## src/rtl/mul_hilo_ctrl_if.sv

```systemverilog
// Request/response handshake bundle between the EXE stage and the multiply controller.
interface mul_hilo_ctrl_if;
    logic        req_valid;
    logic        req_ready;
    logic [2:0]  req_op;
    logic [31:0] req_src1;
    logic [31:0] req_src2;
    logic        resp_valid;
    logic        resp_ready;
    logic [31:0] resp_lo;

    modport master (
        output req_valid, req_op, req_src1, req_src2, resp_ready,
        input  req_ready, resp_valid, resp_lo
    );

    modport slave (
        input  req_valid, req_op, req_src1, req_src2, resp_ready,
        output req_ready, resp_valid, resp_lo
    );
endinterface

```

## src/rtl/mul_hilo_ctrl.sv

```systemverilog
// Multiply sequencer: drives a 1-register-stage multiplier, owns HI/LO and handles MADD/MSUB accumulation.
module mul_hilo_ctrl (
    input  logic                  clk,
    input  logic                  reset,
    mul_hilo_ctrl_if.slave        bus,
    input  logic                  flush,
    input  logic                  hilo_wr_hi,
    input  logic                  hilo_wr_lo,
    input  logic [31:0]           hilo_wdata,
    output logic                  mul_resetn,
    output logic                  mul_signed,
    output logic [31:0]           mul_x,
    output logic [31:0]           mul_y,
    input  logic [63:0]           mul_result,
    output logic [31:0]           hi,
    output logic [31:0]           lo
);
    localparam logic [2:0] S_IDLE  = 3'd0;
    localparam logic [2:0] S_ISSUE = 3'd1;
    localparam logic [2:0] S_WAIT  = 3'd2;
    localparam logic [2:0] S_ACC   = 3'd3;
    localparam logic [2:0] S_DONE  = 3'd4;

    localparam logic [2:0] OP_MULT  = 3'b000;
    localparam logic [2:0] OP_MULTU = 3'b001;
    localparam logic [2:0] OP_MUL   = 3'b110;

    logic [2:0]  state_r, state_nxt_s;
    logic [2:0]  op_r;
    logic [31:0] src1_r, src2_r;
    logic [63:0] prod_r;
    logic [31:0] hi_r, lo_r, resp_lo_r;
    logic        resp_valid_r;
    logic        acc_op_s, sub_op_s, accept_s;
    logic [63:0] acc_sum_s;

    assign mul_resetn     = ~reset;
    assign mul_x          = src1_r;
    assign mul_y          = src2_r;
    assign mul_signed     = ~op_r[0];
    assign bus.req_ready  = (state_r == S_IDLE) & ~flush;
    assign accept_s       = bus.req_valid & bus.req_ready;
    assign bus.resp_valid = resp_valid_r;
    assign bus.resp_lo    = resp_lo_r;
    assign hi             = hi_r;
    assign lo             = lo_r;

    // Accumulate datapath: MADD* = 01x, MSUB* = 10x; sum wraps modulo 2^64.
    always_comb begin
        acc_op_s  = (op_r[2:1] == 2'b01) || (op_r[2:1] == 2'b10);
        sub_op_s  = (op_r[2:1] == 2'b10);
        if (sub_op_s) begin
            acc_sum_s = {hi_r, lo_r} - prod_r;
        end else begin
            acc_sum_s = {hi_r, lo_r} + prod_r;
        end
    end

    // Next-state logic; flush returns any busy state to IDLE.
    always_comb begin
        state_nxt_s = state_r;
        case (state_r)
            S_IDLE:  if (accept_s) state_nxt_s = S_ISSUE; else state_nxt_s = S_IDLE;
            S_ISSUE: if (flush) state_nxt_s = S_IDLE; else state_nxt_s = S_WAIT;
            S_WAIT: begin
                if (flush)         state_nxt_s = S_IDLE;
                else if (acc_op_s) state_nxt_s = S_ACC;
                else               state_nxt_s = S_DONE;
            end
            S_ACC:   if (flush) state_nxt_s = S_IDLE; else state_nxt_s = S_DONE;
            S_DONE:  if (flush || bus.resp_ready) state_nxt_s = S_IDLE; else state_nxt_s = S_DONE;
            default: state_nxt_s = S_IDLE;
        endcase
    end

    // State register and registered response-valid flag.
    always_ff @(posedge clk or posedge reset) begin
        if (reset) begin
            state_r      <= S_IDLE;
            resp_valid_r <= 1'b0;
        end else begin
            state_r      <= state_nxt_s;
            resp_valid_r <= (state_nxt_s == S_DONE);
        end
    end

    // Operand latch on request accept.
    always_ff @(posedge clk or posedge reset) begin
        if (reset) begin
            op_r   <= 3'd0;
            src1_r <= 32'd0;
            src2_r <= 32'd0;
        end else if (accept_s) begin
            op_r   <= bus.req_op;
            src1_r <= bus.req_src1;
            src2_r <= bus.req_src2;
        end
    end

    // HI/LO, product and response registers; MTHI/MTLO only land while IDLE.
    always_ff @(posedge clk or posedge reset) begin
        if (reset) begin
            hi_r      <= 32'd0;
            lo_r      <= 32'd0;
            prod_r    <= 64'd0;
            resp_lo_r <= 32'd0;
        end else begin
            case (state_r)
                S_IDLE: begin
                    if (hilo_wr_hi) hi_r <= hilo_wdata;
                    if (hilo_wr_lo) lo_r <= hilo_wdata;
                end
                S_WAIT: begin
                    if (!flush) begin
                        if (acc_op_s) begin
                            prod_r <= mul_result;
                        end else if ((op_r == OP_MULT) || (op_r == OP_MULTU)) begin
                            {hi_r, lo_r} <= mul_result;
                            resp_lo_r    <= mul_result[31:0];
                        end else if (op_r == OP_MUL) begin
                            resp_lo_r <= mul_result[31:0];
                        end else begin
                            resp_lo_r <= 32'd0;
                        end
                    end
                end
                S_ACC: begin
                    if (!flush) begin
                        {hi_r, lo_r} <= acc_sum_s;
                        resp_lo_r    <= acc_sum_s[31:0];
                    end
                end
                default: begin
                    hi_r <= hi_r;
                end
            endcase
        end
    end
endmodule
```

## src/flat_wrapper.sv

```systemverilog
// flat-port wrapper written by rule: the top's interface ports become plain ports
module mul_hilo_ctrl_flat 
  (clk, reset, flush, hilo_wr_hi, hilo_wr_lo, hilo_wdata, mul_resetn, mul_signed, mul_x, mul_y, mul_result, hi, lo, bus_req_valid, bus_req_op, bus_req_src1, bus_req_src2, bus_resp_ready, bus_req_ready, bus_resp_valid, bus_resp_lo);
  mul_hilo_ctrl_if bus_i ();
  input  logic clk;
  input  logic reset;
  input  logic flush;
  input  logic hilo_wr_hi;
  input  logic hilo_wr_lo;
  input  logic [31:0] hilo_wdata;
  output logic mul_resetn;
  output logic mul_signed;
  output logic [31:0] mul_x;
  output logic [31:0] mul_y;
  input  logic [63:0] mul_result;
  output logic [31:0] hi;
  output logic [31:0] lo;
  input wire logic [$bits(bus_i.req_valid)-1:0] bus_req_valid;
  input wire logic [$bits(bus_i.req_op)-1:0] bus_req_op;
  input wire logic [$bits(bus_i.req_src1)-1:0] bus_req_src1;
  input wire logic [$bits(bus_i.req_src2)-1:0] bus_req_src2;
  input wire logic [$bits(bus_i.resp_ready)-1:0] bus_resp_ready;
  output wire logic [$bits(bus_i.req_ready)-1:0] bus_req_ready;
  output wire logic [$bits(bus_i.resp_valid)-1:0] bus_resp_valid;
  output wire logic [$bits(bus_i.resp_lo)-1:0] bus_resp_lo;
  assign bus_i.req_valid = bus_req_valid;
  assign bus_i.req_op = bus_req_op;
  assign bus_i.req_src1 = bus_req_src1;
  assign bus_i.req_src2 = bus_req_src2;
  assign bus_i.resp_ready = bus_resp_ready;
  assign bus_req_ready = bus_i.req_ready;
  assign bus_resp_valid = bus_i.resp_valid;
  assign bus_resp_lo = bus_i.resp_lo;
  mul_hilo_ctrl u_core (.clk(clk), .reset(reset), .bus(bus_i), .flush(flush), .hilo_wr_hi(hilo_wr_hi), .hilo_wr_lo(hilo_wr_lo), .hilo_wdata(hilo_wdata), .mul_resetn(mul_resetn), .mul_signed(mul_signed), .mul_x(mul_x), .mul_y(mul_y), .mul_result(mul_result), .hi(hi), .lo(lo));
endmodule
```

## config.mk

```make
export PLATFORM = sky130hd
export DESIGN_NAME = mul_hilo_ctrl_flat
export DESIGN_NICKNAME = d
export VERILOG_FILES = /design/src/rtl/mul_hilo_ctrl_if.sv /design/src/rtl/mul_hilo_ctrl.sv /design/src/flat_wrapper.sv
export SDC_FILE = /design/constraint.sdc
export NUM_CORES = 1
export LEC_CHECK = 0
export BUFFER_PORTS_ARGS = -buffer_cell sky130_fd_sc_hd__buf_2
export CAP_MARGIN = 20
export CORE_MARGIN = 2
export CORE_UTILIZATION = 35
export CTS_BUF_LIST = sky130_fd_sc_hd__clkbuf_16
export DETAILED_ROUTE_END_ITERATION = 8
export PLACE_DENSITY = 0.57
export SYNTH_ARGS = -nofsm -noshare
export SYNTH_HDL_FRONTEND = slang
export SYNTH_SLANG_ARGS = --single-unit
```

## constraint.sdc

```tcl
create_clock -name clk -period 8.8 [get_ports clk]
set_clock_uncertainty 0.05 [all_clocks]
set_input_delay 0.44 -clock clk [delete_from_list [all_inputs] [get_ports clk]]
set_output_delay 0.44 -clock clk [all_outputs]
set_load 0.01 [all_outputs]
```

==> metrics.md, run 1 <==
| Metric | Value |
|---|---|
| Met2 Resource Use GR | `42.2%` |
| Initial Util | `35.5%` |
| DRC viols | `0` |
| GR Util All Layers | `25.2%` |
| Area Overhead vs Synth | `21.8%` |
| Met1 Usage GRT | `roughly 33%` |
| First-pass GRT wire length | `84600 µm` |
| DRT antenna net count | `0` |
| Clock sink count | `around 230` |
| Number of synthesized flops with an enable pin | `0` |
| FF-to-FF path depth | `19` |
| Slew headroom | `about a third` |
| Post-CTS sizing | `0` |
| CP arrival | `about 6.3 ns` |
| Slowest stage delay, CP | `0.76 ns` |
| Seq pwr share | `21.6%` |
| Clock period minus worst slack | `5.95 ns` |
| Post-layout nets | `2142` |
| Worst-path clk slew | `0.06 ns` |
| Syn. warnings | `0` |
| CP Capture Type | `register` |
| Initial antenna violation count | `4` |
| Worst-path fanout max | `7` |
| Hold Buf Count CTS | `0` |
| Final WL | `57000 µm` |
| Clk Latency, worst-skew pair | `0.58 ns` |
| Hold Path Class | `input port to async pin` |
| Core area | `around 42000 µm²` |
| Setup violators final | `0` |
| Vias in the first global route | `about 14000` |
| Die width | `210 µm` |
| FMAX | `168 MHz` |
| RSZ-0062 raised after global routing | `false` |
| Psw | `about 4.6 mW` |
| Critical path cell sequence | `nor3_1, nor4b_1, and2_0, nand2_2, nor3_1, nor2_1, xnor2_1, ha_1, a21oi_1, and2b_1, a2111oi_2, o41ai_1, a21oi_1, o21ai_1, a31oi_1, o21ai_1, a311oi_1, xnor2_1, o22ai_1` |
| Worst-margin pin slew | `1.02 ns` |
| Max clock buf depth | `3` |
| WHS | `-0.0350 ns` |
| Top-count cell post-synth | `dfrtp_1` |
| Syn Std Cell Area | `14900 µm²` |
| Cell total after placement | `2414` |
| Pleak | `8.18 nW` |
| Finished Layout Cells | `2467` |
| Vias | `13838` |
| Syn Area/Cell | `9.19 µm²` |
| Hold violation total from the final report | `20` |
| Met3 Track Usage GR | `4.11%` |
| I/O pin cnt | `~330` |
| Synth top area share | `38.9%` |
| Max Slew Vio Count | `0` |
| Total grt overflow | `0` |
| Post-synthesis sequential area ratio | `38.9%` |
| Failing checks | `hold timing` |
| Layout cell share with drive strength beyond 1 | `between 20% and 30%` |
| Sw frac | `48.8%` |
| CTS tree | `done` |
| Final Cycle Share | `67.6%` |
| Pre-antenna DRT Iters | `5` |
| Routed len/inst | `23.1 µm` |
| Die Y-Extent | `~210 µm` |
| PwrDens | `519 nW/µm²` |
| Yosys top cell by area | `dfrtp_1` |
| Root buffer cell | `clkbuf_16` |
| Largest net degree at the start of global routing | `124` |
| Worst vdd ir | `just over 0.2 mV` |
| Async SR Flop Fraction | `100%` |
| Gate Count Post-Synth | `1619` |
| Final Util | `43.2%` |
| Internal power | `4.81 mW` |
| Vias per cell | `about 5.6` |
| Htree depth | `1` |
| Top Usage Layer GRT | `met2` |
| Max cap viols | `0` |
| Comb pwr share | `approximately 64%` |
| Post-synth top cells | `dfrtp_1 (231), nand2_1 (154), a21oi_1 (149), nor2_1 (132), mux2_2 (123)` |
| Syn Nets | `1856` |
| Cell row count | `75` |
| Slowest-stage cell, CP | `nor4b_1` |
| Port Buf Inserts | `333` |
| Initial drt markers | `1133` |
| Status | `finished, violations left` |
| Main flop type after synthesis | `dfrtp_1` |
| Leading post-synthesis cells by cell area | `dfrtp_1 (39%), mux2_2 (9.3%), ha_1 (5.6%)` |
| Clock share of power | `14.4%` |
| Die Area | `44200 µm²` |
| GPL Wtd Cong | `0.948` |
| Synthesized flop and latch total | `231` |
| Post-CTS setup buffers | `0` |
| Worst setup path category | `register to register` |
| Critical path required time | `slightly above 9 ns` |
| Setup crit start kind | `register` |
| Yosys cell types | `79` |
| Final setup TNS | `0 ns` |
| Post-DP HPWL | `approximately 44000 µm` |
| Total CTS buffers | `28` |
cell type report:
type	instances	area, µm²
Sequential cell	231	5780
Inverter	36	143
Clock inverter	23	363
Multi-Input combinational cell	1257	8650
Clock buffer	28	701
Antenna cell	2	5.00
Tap cell	539	674
Timing Repair Buffer	351	1800
Fill cell	4178	23800
cell usage in the layout (no fill, tap or decap), types with 36 or more instances in the layout:
cell type	instances
mux2_2	123
dfrtp_1	230
ha_1	65
inv_1	36
buf_2	333
nor2_1	130
xnor2_1	94
a21oi_1	149
o21ai_0	114
nand2_1	153
metal layers:
metal	vias to the layer above	share of wire (%)
met2	569	47
met5	-	0.060
met1	6734	43
li1	6430	-
met4	4	3.3
met3	101	7.0
power by group through the flow:
stage / registers (mW) / clock network [mW] / logic (mW)
after floorplan: 2.04 / 0 / 4.12
after global placement: 2.02 / 0 / 5.95
after detailed placement: 2.03 / 0 / 5.95
after CTS: 2.03 / 1.37 / 5.98
after global routing: 2.09 / 1.41 / 6.57
final: 2.03 / 1.35 / 6.02
logic make-up after synthesis:
kind of cell	share of synthesized area, %
and+or+nand+nor	14.4
AOI/OAI and AO/OA	20.2
adders and majority gates	5.69
buffers and inverters	3.32
muxes	10.4
xor gates and xnor gates	7.18
DFF	38.9
worst max-delay path: cells and delay by family (launching register included):
| kind | cells | cell delay, ns |
|---|---|---|
| xor gates and xnor gates | 2 | 0.31 |
| DFF | 1 | 0.42 |
| AOI/OAI and AO/OA | 9 | 2.18 |
| adders and majority gates | 1 | 0.40 |
| and+or+nand+nor | 7 | 2.46 |
final timing paths:
kind                                                    start                                  to  slack, ns
min in group clk                             bus_req_src1[16]        u_core.mul_x[16]$_DFFE_PP0P_       0.04
max in group asynchronous                               reset  u_core.bus.resp_lo[30]$_DFFE_PP0P_       6.56
max                              u_core.prod_r[2]$_DFFE_PP0P_           u_core.hi[31]$_DFFE_PP0P_       2.85
min                                                     reset         u_core.mul_x[4]$_DFFE_PP0P_      -0.04
min reg2reg                u_core.bus.resp_lo[17]$_DFFE_PP0P_  u_core.bus.resp_lo[17]$_DFFE_PP0P_       0.42
max reg2reg                      u_core.prod_r[2]$_DFFE_PP0P_           u_core.hi[31]$_DFFE_PP0P_       2.85
sequential cells by signal, indices dropped and copies added (netlist names):
signal,flops
u_core.op_r,3
u_core.bus.resp_valid,1
u_core.hi,32
u_core.mul_y,32
u_core.bus.resp_lo,32
u_core.state_r,3
u_core.lo,32
u_core.prod_r,64
u_core.mul_x,32
through the flow:
stage / cell area [µm²] / total power, mW / setup WS, ns
5_1_grt: 18100 / 10.1 / 2.43
3_5_place_dp: 17000 / 7.98 / 3.00
6_report: 18100 / 9.39 / 2.85
2_1_floorplan: 14900 / 6.16 / 1.90
3_3_place_gp: 17000 / 7.97 / 3.03
4_1_cts: 18100 / 9.37 / 2.97
(Power assumes the default switching activity.)
==> run 2, diff against run 1 <==
Clock period 8.8 ns to 5.9 ns, I/O delays scaled along.
==> metrics.md, run 2 (synthesis results as in run 1) <==
| Metric | Value |
|---|---|
| Status | `completed` |
| Area of the multi-input gates | `8650 µm² (unchanged)` |
| Vias in the first global route | `14538 (+5.8%)` |
| Commonest non-fill, non-tap cell in the layout | `buf_2` |
| Worst-margin pin slew | `1.12 ns (+0.105 ns)` |
| Final Cycle Share | `89.7% (+22 points)` |
| Met3 Track Usage GR | `5.74% (+1.6 points)` |
| CP Capture Type | `register` |
| GPL Wtd Cong | `0.975 (+2.9%)` |
| Post-CTS sizing | `0 (unchanged)` |
| Final setup TNS | `0 ns (unchanged)` |
| Total CTS buffers | `28 (unchanged)` |
| Initial antenna violation count | `4 (unchanged)` |
| Register area | `5780 µm² (unchanged)` |
| Fillcell total | `4029 (-3.6%)` |
| Largest net degree at the start of global routing | `76 (-39%)` |
| Top delay family on crit path | `compound AO/OA/AOI/OAI gates` |
| Htree depth | `1 (unchanged)` |
| Max Slew Vio Count | `0 (unchanged)` |
| Routed len/inst | `22.6 µm (-2.2%)` |
| Post-DP HPWL | `44800 µm (+1.3%)` |
| Initial Util | `35.5% (unchanged)` |
| Post-place setup slack | `0.661 ns (-2.34 ns)` |
| Clock period minus worst slack | `5.29 ns (-0.658 ns)` |
| DRT antenna net count | `0 (unchanged)` |
| Sw frac | `49.5% (+0.67 points)` |
| Vias | `14445 (+4.4%)` |
| Comb pwr share | `65.6% (+1.5 points)` |
| Critical path required time | `6.30 ns (-2.90 ns)` |
| Pre-antenna DRT Iters | `6 (+1)` |
| Final WL | `59100 µm (+3.7%)` |
| Final Util | `46.3% (+3.1 points)` |
| WP buf/inv | `0 (unchanged)` |
| Total stage count of the critical path | `19 (unchanged)` |
| First-pass GRT wire length | `88500 µm (+4.6%)` |
| Initial drt markers | `891 (-21%)` |
| Max clock buf depth | `3 (unchanged)` |
| Die Area | `44200 µm² (unchanged)` |
| FMAX | `189 MHz (+12%)` |
| Pleak | `8.74 nW (+6.8%)` |
| Die Y-Extent | `210 µm (unchanged)` |
| I/O pin cnt | `334 (unchanged)` |
| Clk Latency, worst-skew pair | `0.57 ns (about the same)` |
| Number of flip-flops under the largest register name | `64 (unchanged)` |
| CP arrival | `5.69 ns (-0.65 ns)` |
| RSZ-0062 raised after global routing | `false` |
| PwrDens | `717 nW/µm² (+38%)` |
| Post-CTS setup buffers | `0 (unchanged)` |
| Met2 Resource Use GR | `43.6% (+1.4 points)` |
| Worst R2R Start | `u_core.prod_r[12]$_DFFE_PP0P_` |
| Met1 Usage GRT | `33.4% (+0.46 points)` |
| Internal power | `7.03 mW (+46%)` |
| Psw | `6.89 mW (+50%)` |
| Clock share of power | `12.5% (-1.9 points)` |
| Die width | `210 µm (unchanged)` |
| Max cap viols | `0 (unchanged)` |
| Worst setup path category | `register to register` |
| DRC viols | `0 (unchanged)` |
| Worst vdd ir | `0.323 mV (+56%)` |
| Slowest stage delay, CP | `0.58 ns (-0.18 ns)` |
| Reg-to-Reg End | `u_core.hi[31]$_DFFE_PP0P_` |
| Most frequent cells in the layout | `buf_2 (333), dfrtp_1 (230), nand2_1 (153)` |
| Largest reg by FF count | `u_core.prod_r` |
| Critical path cell sequence | `or4_4, nor4_4, nor4b_4, nand2_1, nor2_1, nor2_1, xnor2_1, ha_1, a21oi_1, and2b_1, a2111oi_2, o41ai_1, a21oi_1, o21ai_1, a31oi_1, o21ai_1, a311oi_1, xnor2_1, o22ai_1` |
| Vias per cell | `5.52 (-1.5%)` |
| Reg2Reg Setup Slack | `0.61 ns (-2.24 ns)` |
| CTS tree | `done` |
| Hold Buf Count CTS | `133 (+133)` |
| Slowest-stage cell, CP | `or4_4` |
| Worst-path clk slew | `0.06 ns (about the same)` |
| Cell row count | `75 (unchanged)` |
| Top Usage Layer GRT | `met2` |
| Crit path launch | `u_core.prod_r[12]$_DFFE_PP0P_` |
| Root buffer cell | `clkbuf_16` |
| Layout cell share with drive strength beyond 1 | `27.6% (-1.5 points)` |
| Seq pwr share | `21.9% (+0.3 points)` |
| Core area | `41900 µm² (unchanged)` |
| Area Overhead vs Synth | `30.5%` |
| FF-to-FF path depth | `19 (unchanged)` |
| Port Buf Inserts | `333 (unchanged)` |
| GR Util All Layers | `26.3% (+1.1 points)` |
| Setup violators final | `0 (unchanged)` |
| Clock sink count | `231 (unchanged)` |
| End point of the critical path | `u_core.hi[31]$_DFFE_PP0P_` |
| Fin worst setup slack | `0.609 ns (-2.24 ns)` |
| Worst-path fanout max | `5 (-2)` |
| Hold violation total from the final report | `0 (-100%)` |
| Hold Path Class | `input port to register` |
| Setup crit start kind | `register` |
| Post-layout nets | `2288 (+6.8%)` |
| Hold depth | `4` |
| Slew headroom | `24.8% (-7.3 points)` |
| Total grt overflow | `0 (unchanged)` |
==> run 2: cell types whose count changed in the layout (fill, tap and decap cells not counted), moves of 2 or more <==
cell,delta
bufinv_16,-6
clkinv_2,+2
dlygate4sd3_1,+133
inv_1,+2
clkinvlp_4,+2
inv_6,+2
buf_4,+12
==> run 2: tightest hold or removal path, delay by kind of cell <==
kind                   cells  cell delay (ns)
AOI/OAI and AO/OA          1             0.17
and+or+nand+nor            2             0.08
buffers and inverters      1             0.08
==> run 2: final cells by class <==
class | instances | area share (%)
diodes | 3 | 0.0387
inverters | 36 | 0.715
well taps | 539 | 3.47
multi-input cells | 1257 | 44.5
clock buffers | 28 | 3.61
repair buffers | 497 | 16.7
flip-flops and latches | 231 | 29.8
clock inverters | 24 | 1.13
==> run 2: worst min path at each step <==
stage	from	to	slack (ns)
after CTS	bus_resp_ready	u_core.state_r[2]$_DFF_PP0_	0.02
after global placement	u_core.bus.resp_lo[26]$_DFFE_PP0P_	u_core.bus.resp_lo[26]$_DFFE_PP0P_	0.41
final	bus_resp_ready	u_core.state_r[2]$_DFF_PP0_	0.05
after detailed placement	u_core.bus.resp_lo[0]$_DFFE_PP0P_	u_core.bus.resp_lo[0]$_DFFE_PP0P_	0.42
after floorplan	flush	u_core.bus.resp_valid$_DFF_PP0_	0.31
after global routing	hilo_wdata[6]	u_core.hi[6]$_DFFE_PP0P_	0.03
==> run 2: per-layer routing <==
layer  routed length (µm)  vias up
li1                     -     6734
met1                24800     7006
met2                27400      580
met3                 4330      121
met4                 2510        4
met5                   26        -
==> run 2: metrics by stage <==
step / hold WS, ns / cells / instance area [µm²] / total power [mW]
finish: 0.0468 / 2615 / 19400 / 13.9
global route: 0.0278 / 2613 / 19400 / 15.0
CTS: 0.0193 / 2612 / 19400 / 13.8
detailed placement: 0.417 / 2427 / 17200 / 12.0
global placement: 0.407 / 2427 / 17200 / 11.9
floorplan: 0.311 / 1619 / 14900 / 9.19
==> run 2: power by group through the flow <==
stage,Combinational [mW],Clock [mW],Sequential [mW]
floorplan,6.14,0,3.05
global placement,8.92,0,3.03
global route,10.0,1.84,3.13
finish,9.13,1.74,3.04
detailed placement,8.92,0,3.04
CTS,9.04,1.78,3.03
